**src/rtl/pipe_ctrl_hazard_unit.sv**
```systemverilog
// ---------------------------------------------------------------------------
// pipe_ctrl_hazard_unit
//
// Pipelined RV32I control unit. Decodes the instruction held in the IF/ID
// register and registers a control bundle into EX. The EX destination/write
// enable is then carried into MEM and WB. Also detects load-use hazards,
// squashes ID after a redirect, and produces EX operand forwarding selects.
//
// Optional feature: define PIPE_CTRL_ILLEGAL_TRAP_EN to add the illegal_o
// port, which pulses for one cycle alongside the bubble an unknown opcode
// turns into.
//
// Ports:
//   clk, rst_n       clock, asynchronous active-low reset
//   inst_id          instruction in ID
//   valid_id         inst_id is valid
//   redirect_ex      taken branch/jump resolved in EX this cycle
//   stall_if         hold PC and IF/ID
//   flush_id         invalidate IF/ID
//   ex_*             EX control bundle, destination and valid flag
//   mem_reg_we/rd    MEM write enable/destination
//   wb_reg_we/rd     WB write enable/destination
//   fwd_a, fwd_b     EX operand source: 00 regfile, 10 MEM, 01 WB
//   illegal_o        illegal-opcode pulse (PIPE_CTRL_ILLEGAL_TRAP_EN only)
// ---------------------------------------------------------------------------
module pipe_ctrl_hazard_unit #(
  parameter int REG_AW       = 5,
  parameter int STALL_CYCLES = 1,
  parameter int FLUSH_CYCLES = 1
) (
  input  logic              clk,
  input  logic              rst_n,
  input  logic [31:0]       inst_id,
  input  logic              valid_id,
  input  logic              redirect_ex,
  output logic              stall_if,
  output logic              flush_id,
  output logic              ex_valid,
  output logic              ex_reg_we,
  output logic              ex_mem_we,
  output logic              ex_alu_imm,
  output logic              ex_lw,
  output logic              ex_jump,
  output logic              ex_jalr,
  output logic              ex_blt,
  output logic              ex_bge,
  output logic              ex_lui,
  output logic              ex_auipc,
  output logic              ex_shamt,
  output logic [2:0]        ex_alu_ctrl,
  output logic [REG_AW-1:0] ex_rd,
  output logic              mem_reg_we,
  output logic [REG_AW-1:0] mem_rd,
  output logic              wb_reg_we,
  output logic [REG_AW-1:0] wb_rd,
  output logic [1:0]        fwd_a,
  output logic [1:0]        fwd_b
`ifdef PIPE_CTRL_ILLEGAL_TRAP_EN
  ,
  output logic              illegal_o
`endif
);

  localparam logic [6:0] OP_RTYPE  = 7'b0110011;
  localparam logic [6:0] OP_IALU   = 7'b0010011;
  localparam logic [6:0] OP_LOAD   = 7'b0000011;
  localparam logic [6:0] OP_STORE  = 7'b0100011;
  localparam logic [6:0] OP_BRANCH = 7'b1100011;
  localparam logic [6:0] OP_JAL    = 7'b1101111;
  localparam logic [6:0] OP_JALR   = 7'b1100111;
  localparam logic [6:0] OP_LUI    = 7'b0110111;
  localparam logic [6:0] OP_AUIPC  = 7'b0010111;

  typedef enum logic [1:0] {RUN, STALL, FLUSH} stateE;

  typedef struct packed {
    logic       regWe;
    logic       memWe;
    logic       aluImm;
    logic       lw;
    logic       jump;
    logic       jalr;
    logic       blt;
    logic       bge;
    logic       lui;
    logic       auipc;
    logic       shamt;
    logic [2:0] aluCtrl;
  } ctrlT;

  stateE             state_q;
  logic [2:0]        cnt_q;
  logic              exValid_q, exValid_d;
  ctrlT              exCtrl_q, exCtrl_d, decCtrl;
  logic [REG_AW-1:0] exRd_q, exRd_d, exRs1_q, exRs1_d, exRs2_q, exRs2_d;
  logic              memRegWe_q, wbRegWe_q;
  logic [REG_AW-1:0] memRd_q, wbRd_q;

  logic [6:0]        opcode;
  logic [2:0]        funct3;
  logic [REG_AW-1:0] rdId, rs1Id, rs2Id;
  logic              known, usesRs1, usesRs2;
  logic              hazard, stallCond, flushCond, bubble;
  logic              unusedFunct7;

  assign opcode       = inst_id[6:0];
  assign funct3       = inst_id[14:12];
  assign rdId         = inst_id[7 +: REG_AW];
  assign rs1Id        = inst_id[15 +: REG_AW];
  assign rs2Id        = inst_id[20 +: REG_AW];
  assign unusedFunct7 = ^inst_id[31:25];

  // Opcode decode; unknown opcodes clear 'known' and become bubbles.
  always_comb begin
    decCtrl = '0;
    known   = 1'b1;
    usesRs1 = 1'b1;
    usesRs2 = 1'b0;
    case (opcode)
      OP_RTYPE: begin
        decCtrl.regWe   = 1'b1;
        decCtrl.aluCtrl = funct3;
        usesRs2         = 1'b1;
      end
      OP_IALU: begin
        decCtrl.regWe   = 1'b1;
        decCtrl.aluImm  = 1'b1;
        decCtrl.aluCtrl = funct3;
        decCtrl.shamt   = (funct3 == 3'b001) || (funct3 == 3'b101);
      end
      OP_LOAD: begin
        decCtrl.regWe  = 1'b1;
        decCtrl.aluImm = 1'b1;
        decCtrl.lw     = 1'b1;
      end
      OP_STORE: begin
        decCtrl.memWe  = 1'b1;
        decCtrl.aluImm = 1'b1;
        usesRs2        = 1'b1;
      end
      OP_BRANCH: begin
        decCtrl.aluCtrl = 3'b100;
        decCtrl.blt     = ~funct3[0];
        decCtrl.bge     = funct3[0];
        usesRs2         = 1'b1;
      end
      OP_JAL: begin
        decCtrl.jump  = 1'b1;
        decCtrl.regWe = 1'b1;
        usesRs1       = 1'b0;
      end
      OP_JALR: begin
        decCtrl.jalr   = 1'b1;
        decCtrl.regWe  = 1'b1;
        decCtrl.aluImm = 1'b1;
      end
      OP_LUI: begin
        decCtrl.lui   = 1'b1;
        decCtrl.regWe = 1'b1;
        usesRs1       = 1'b0;
      end
      OP_AUIPC: begin
        decCtrl.auipc = 1'b1;
        decCtrl.regWe = 1'b1;
        usesRs1       = 1'b0;
      end
      default: known = 1'b0;
    endcase
    if (rdId == '0) decCtrl.regWe = 1'b0;
  end

  // Load-use: the load in EX writes a register this ID instruction reads.
  assign hazard = valid_id & exValid_q & exCtrl_q.lw & (exRd_q != '0) &
                  ((usesRs1 & (rs1Id == exRd_q)) | (usesRs2 & (rs2Id == exRd_q)));

  assign stallCond = ((state_q == RUN) & hazard) | (state_q == STALL);
  assign flushCond = redirect_ex | (state_q == FLUSH);
  assign bubble    = stallCond | flushCond | ~valid_id | ~known;

  // A redirect wins over a stall, so the PC is never held while squashing.
  assign stall_if = rst_n & stallCond & ~flushCond;
  assign flush_id = rst_n & flushCond;

  // Next EX contents. Unused source fields are zeroed so that immediate bits
  // sitting in rs positions never raise a forwarding select.
  always_comb begin
    exValid_d = 1'b0;
    exCtrl_d  = '0;
    exRd_d    = '0;
    exRs1_d   = '0;
    exRs2_d   = '0;
    if (!bubble) begin
      exValid_d = 1'b1;
      exCtrl_d  = decCtrl;
      exRd_d    = decCtrl.regWe ? rdId : '0;
      exRs1_d   = usesRs1 ? rs1Id : '0;
      exRs2_d   = usesRs2 ? rs2Id : '0;
    end
  end

  // Control FSM and stage registers. In STALL, cnt holds the number of STALL
  // cycles still to run; in FLUSH it holds the extra FLUSH cycles after this
  // one, so a redirect always costs FLUSH_CYCLES squashed cycles in total and
  // a load-use hazard STALL_CYCLES bubbles.
  always_ff @(posedge clk or negedge rst_n) begin
    if (!rst_n) begin
      state_q    <= RUN;
      cnt_q      <= '0;
      exValid_q  <= 1'b0;
      exCtrl_q   <= '0;
      exRd_q     <= '0;
      exRs1_q    <= '0;
      exRs2_q    <= '0;
      memRegWe_q <= 1'b0;
      memRd_q    <= '0;
      wbRegWe_q  <= 1'b0;
      wbRd_q     <= '0;
    end else begin
      if (redirect_ex) begin
        if (FLUSH_CYCLES > 1) begin
          state_q <= FLUSH;
          cnt_q   <= 3'(FLUSH_CYCLES - 2);
        end else begin
          state_q <= RUN;
          cnt_q   <= '0;
        end
      end else begin
        case (state_q)
          RUN: begin
            if (hazard && (STALL_CYCLES > 1)) begin
              state_q <= STALL;
              cnt_q   <= 3'(STALL_CYCLES - 1);
            end
          end
          STALL: begin
            cnt_q <= cnt_q - 3'd1;
            if (cnt_q <= 3'd1) state_q <= RUN;
          end
          FLUSH: begin
            if (cnt_q == 3'd0) state_q <= RUN;
            else               cnt_q   <= cnt_q - 3'd1;
          end
          default: begin
            state_q <= RUN;
            cnt_q   <= '0;
          end
        endcase
      end
      exValid_q  <= exValid_d;
      exCtrl_q   <= exCtrl_d;
      exRd_q     <= exRd_d;
      exRs1_q    <= exRs1_d;
      exRs2_q    <= exRs2_d;
      memRegWe_q <= exCtrl_q.regWe;
      memRd_q    <= exRd_q;
      wbRegWe_q  <= memRegWe_q;
      wbRd_q     <= memRd_q;
    end
  end

`ifdef PIPE_CTRL_ILLEGAL_TRAP_EN
  logic illegal_q;

  // Pulse only when the unknown instruction actually leaves ID this cycle.
  always_ff @(posedge clk or negedge rst_n) begin
    if (!rst_n) illegal_q <= 1'b0;
    else        illegal_q <= valid_id & ~known & ~stallCond & ~flushCond;
  end

  assign illegal_o = illegal_q;
`endif

  // MEM result is younger than WB, so it takes priority.
  always_comb begin
    fwd_a = 2'b00;
    fwd_b = 2'b00;
    if (memRegWe_q && (memRd_q == exRs1_q) && (exRs1_q != '0))      fwd_a = 2'b10;
    else if (wbRegWe_q && (wbRd_q == exRs1_q) && (exRs1_q != '0))   fwd_a = 2'b01;
    if (memRegWe_q && (memRd_q == exRs2_q) && (exRs2_q != '0))      fwd_b = 2'b10;
    else if (wbRegWe_q && (wbRd_q == exRs2_q) && (exRs2_q != '0))   fwd_b = 2'b01;
  end

  assign ex_valid    = exValid_q;
  assign ex_reg_we   = exCtrl_q.regWe;
  assign ex_mem_we   = exCtrl_q.memWe;
  assign ex_alu_imm  = exCtrl_q.aluImm;
  assign ex_lw       = exCtrl_q.lw;
  assign ex_jump     = exCtrl_q.jump;
  assign ex_jalr     = exCtrl_q.jalr;
  assign ex_blt      = exCtrl_q.blt;
  assign ex_bge      = exCtrl_q.bge;
  assign ex_lui      = exCtrl_q.lui;
  assign ex_auipc    = exCtrl_q.auipc;
  assign ex_shamt    = exCtrl_q.shamt;
  assign ex_alu_ctrl = exCtrl_q.aluCtrl;
  assign ex_rd       = exRd_q;
  assign mem_reg_we  = memRegWe_q;
  assign mem_rd      = memRd_q;
  assign wb_reg_we   = wbRegWe_q;
  assign wb_rd       = wbRd_q;

endmodule

```
**config.mk**
```make
export PLATFORM = sky130hd
export DESIGN_NAME = pipe_ctrl_hazard_unit
export DESIGN_NICKNAME = d
export VERILOG_FILES = /design/src/rtl/pipe_ctrl_hazard_unit.sv
export SDC_FILE = /design/constraint.sdc
export NUM_CORES = 1
export LEC_CHECK = 0
export CORE_AREA = 8 8 69 95
export CTS_BUF_LIST = sky130_fd_sc_hd__clkbuf_8
export CTS_CLUSTER_DIAMETER = 120
export DETAILED_ROUTE_END_ITERATION = 6
export DIE_AREA = 0 0 77 103
export DONT_BUFFER_PORTS = 1
export PLACE_DENSITY = 0.62
export SLEW_MARGIN = 20
export SYNTH_ARGS = -nofsm -noshare
export SYNTH_HDL_FRONTEND = slang
export SYNTH_SLANG_ARGS = --single-unit
```
**constraint.sdc**
```tcl
create_clock -name clk -period 2.6 [get_ports clk]
set_input_delay 0.26 -clock clk [delete_from_list [all_inputs] [get_ports clk]]
set_output_delay 0.26 -clock clk [all_outputs]
set_load 0.05 [all_outputs]
```
==> results.cfg <==
[outcome]
status = finished, final reports clean

[layout]
diodes = 0
fillers = 497
final_common_cell = dfrtp_1
nNetsFinal = 233
area_growth_pct = 18.06
fin_cells = 264
final_cell_mix = dfrtp_1, xnor2_1, buf_4
drive_gt1_share_pct = 22.22

[setup_path]
crit_buf_inv = 1
cpMaxStageDelayCell = or4_4
crit_required_ps = 2340
cp_num_cells = 5
end_kind = primary output
critPathMaxStageDelay_ps = 570
worst_r2r_path_depth = 5
critical_path.top_delay_family = simple AND/OR/NAND/NOR gates
critPathMaxFanout = 7
path_class = flop to primary output
cp-start-kind = flop
critPathArrivalTime_ps = 2100
crit_chain = or4_4, o21ai_4, nor4b_4, o211a_1, buf_12

[yosys]
synth_top_family_by_area = simple AND/OR/NAND/NOR gates
synthSimpleGateAreaFrac_pct = 24.15
synth_area_leader_cell = dfrtp_1
synth-compound-area-share_pct = 8.628
ys_seq_area_share_pct = 52.14
syn_area_um2 = 2016
netlist.area_leader.share_pct = 52.14
synth_seq_cells = 42
syn_nets = 211
synthCells = 175
yosys_warnings = 0
synth_mux_area_share_pct = 0
syn_area_per_cell_um2 = 11.52
synthAdderAreaFrac_pct = 0
synth_xor_area_share_pct = 13.04
yosysUniqueCellTypes = 40
yosys-top-cells-area = dfrtp_1, xnor2_1, nand2_1

[drt]
routed_wl_um = 5363
viasPerCell = 5.629
wire_per_inst_um = 20.31
drtAntennaViolNets = 0
dr_total_vias = 1486
drc = 0
drt_first_pass_iters = 4
drtIter0Drc = 55

[global_route]
grtUsageMet3_pct = 5.061
grt_pass1_vias = 1677
grt_start_max_net_pins = 43
top_usage_layer = met2
use_met1_pct = 12.13
antenna_found_initial = 0
gr-usage-met2_pct = 24.98
track_usage_pct = 13.55
grt_pass1_wl_um = 8500
grt_overflow = 0

[placed_design]
finalWeightedCongestion = 0.7895
hpwl_um = 4246
place_inst = 254
io_buffers = 0

[clock_tree]
clock_latency_ps = 290
cts_root_buf = clkbuf_8
cts.htree.levels = 2
cts.sinks = 42
clk_pin_slew_worst_paths_ps = 80
cts_tree = built
cts_max_path_buffers = 2
numCtsBuffers = 5

[sta]
fmax_mhz = 424.2
finalSetupViolCount = 0
tightest_slew_ps = 860.0
layout_min_cycle_time_ps = 2357
hold_viol = 0
rsz0062_at_grt = false
slew_headroom_pct = 42.06
period_share_pct = 90.67
skew_ps = 6.415
drv_slew = 0

[power_and_ir_drop]
report.power.total_uw = 1166
p_per_area_nw_per_um2 = 490.1
vdd_drop_max_uv = 182.9
power.leakage_uw = 0.001001

[die]
placementRows = 31
io_pins = 74
die_h_um = 103
core_um2 = 5120
start_util_pct = 39.37
die-area_um2 = 7931
die_x_um = 77

[run]
maxCapViolations = 0

[min_path]
hold_path.class = input port to flop
whs_path_depth = 1
synthesized netlist by cell type:
cell        n
inv_1       3
and2_1      1
buf_6       1
a211oi_1    6
nor4_4      1
or3_1       1
or4_4       1
o31ai_1     1
nand2_1    15
nor2_1      6
nand4_1     4
nand3_1     5
or2_2       4
nor4b_2     1
nor4_2      2
and3_1      3
and4b_1     1
nand2b_1    2
a2111oi_0   1
o211a_1     1
xnor2_1    26
clkbuf_1    1
nor3_1      3
nand3b_1    2
nor3b_1     6
buf_2       3
and4_1      1
nor2b_1     1
nor4b_1     5
a211o_1     1
xor2_1      4
a21oi_1     1
or4_1       3
o2111ai_2   1
nor4_1      8
dfrtp_1    42
o21ai_0     1
o31ai_2     1
a2111oi_1   4
o21ai_4     1
layer usage:
metal,part of all wire (%),vias to the layer above
met2,55,55
met3,8.3,15
met5,0,-
li1,-,686
met1,33,730
met4,3.7,0
stage by stage:
step           setup WS [ps]  util, %  TNS, ps  hold WS, ps  instance area, um^2
6_report               242.7    46.48        0        37.54                 2380
5_1_grt                125.9    46.48        0        25.48                 2380
4_1_cts                110.2    46.31        0        31.48                 2371
3_5_place_dp           409.3    43.87        0       -33.84                 2246
3_3_place_gp           300.5    43.77        0       -33.86                 2241
2_1_floorplan         -440.6        -   -440.6       -35.59                 2034
path summary, 6_finish.rpt:
| check | startpoint | slack (ps) | end |
|---|---|---|---|
| hold / removal | inst_id[5] | 40 | ex_auipc$_DFF_PN0_ |
| setup / recovery | ex_rd[1]$_DFF_PN0_ | 240 | stall_if |
| setup reg to reg | ex_rd[1]$_DFF_PN0_ | 380 | ex_alu_ctrl[2]$_DFF_PN0_ |
| hold reg to reg | ex_rd[3]$_DFF_PN0_ | 520 | mem_rd[3]$_DFF_PN0_ |
| min in group asynchronous | rst_n | 430 | wb_rd[1]$_DFF_PN0_ |
| max in group asynchronous | rst_n | 1970 | ex_rd[1]$_DFF_PN0_ |
power breakdown:
group	total (uW)	switching [uW]	internal, uW
clock network	431	218	213
registers	662	7.34	655
logic	72.8	45.0	27.8
cells by family after synthesis:
kind of cell              after synthesis
and+or+nand+nor                        76
DFF                                    42
xor gates and xnor gates               30
buffers and inverters                   8
AOI/OAI and AO/OA                      19
layout make-up:
type,count,area (um^2),share of cell area [%]
Clock buffer,6,82.58,3.470
Inverter,3,11.26,0.4732
Tap cell,66,82.58,3.470
Timing Repair Buffer,20,177.7,7.466
Multi-Input combinational cell,125,962.2,40.43
Sequential cell,42,1051,44.16
Clock inverter,2,12.51,0.5258
worst reg2reg max path, delay by kind of cell, from the launching register on:
family	cells	cell delay, ps
AO/OA/AOI/OAI	2	720
buffers and inverters	1	230
flip-flops	1	460
AND/OR/NAND/NOR	2	670
what timing repair did:
action | 4_1_cts | 5_1_grt
hold buffers | 2 | 0
setup endpoints to repair | 0 | 1
buffers inserted | 0 | 0
hold endpoints to repair | 42 | 0
gates resized for setup | 0 | 1
state kept, by name (all words and copies together) (netlist names), 3 cells and up:
signal,flops
exRs1_q,5
exRs2_q,5
ex_alu_ctrl,3
ex_rd,5
mem_rd,5
wb_rd,5
No activity file was read; power rests on OpenSTA's default activity.
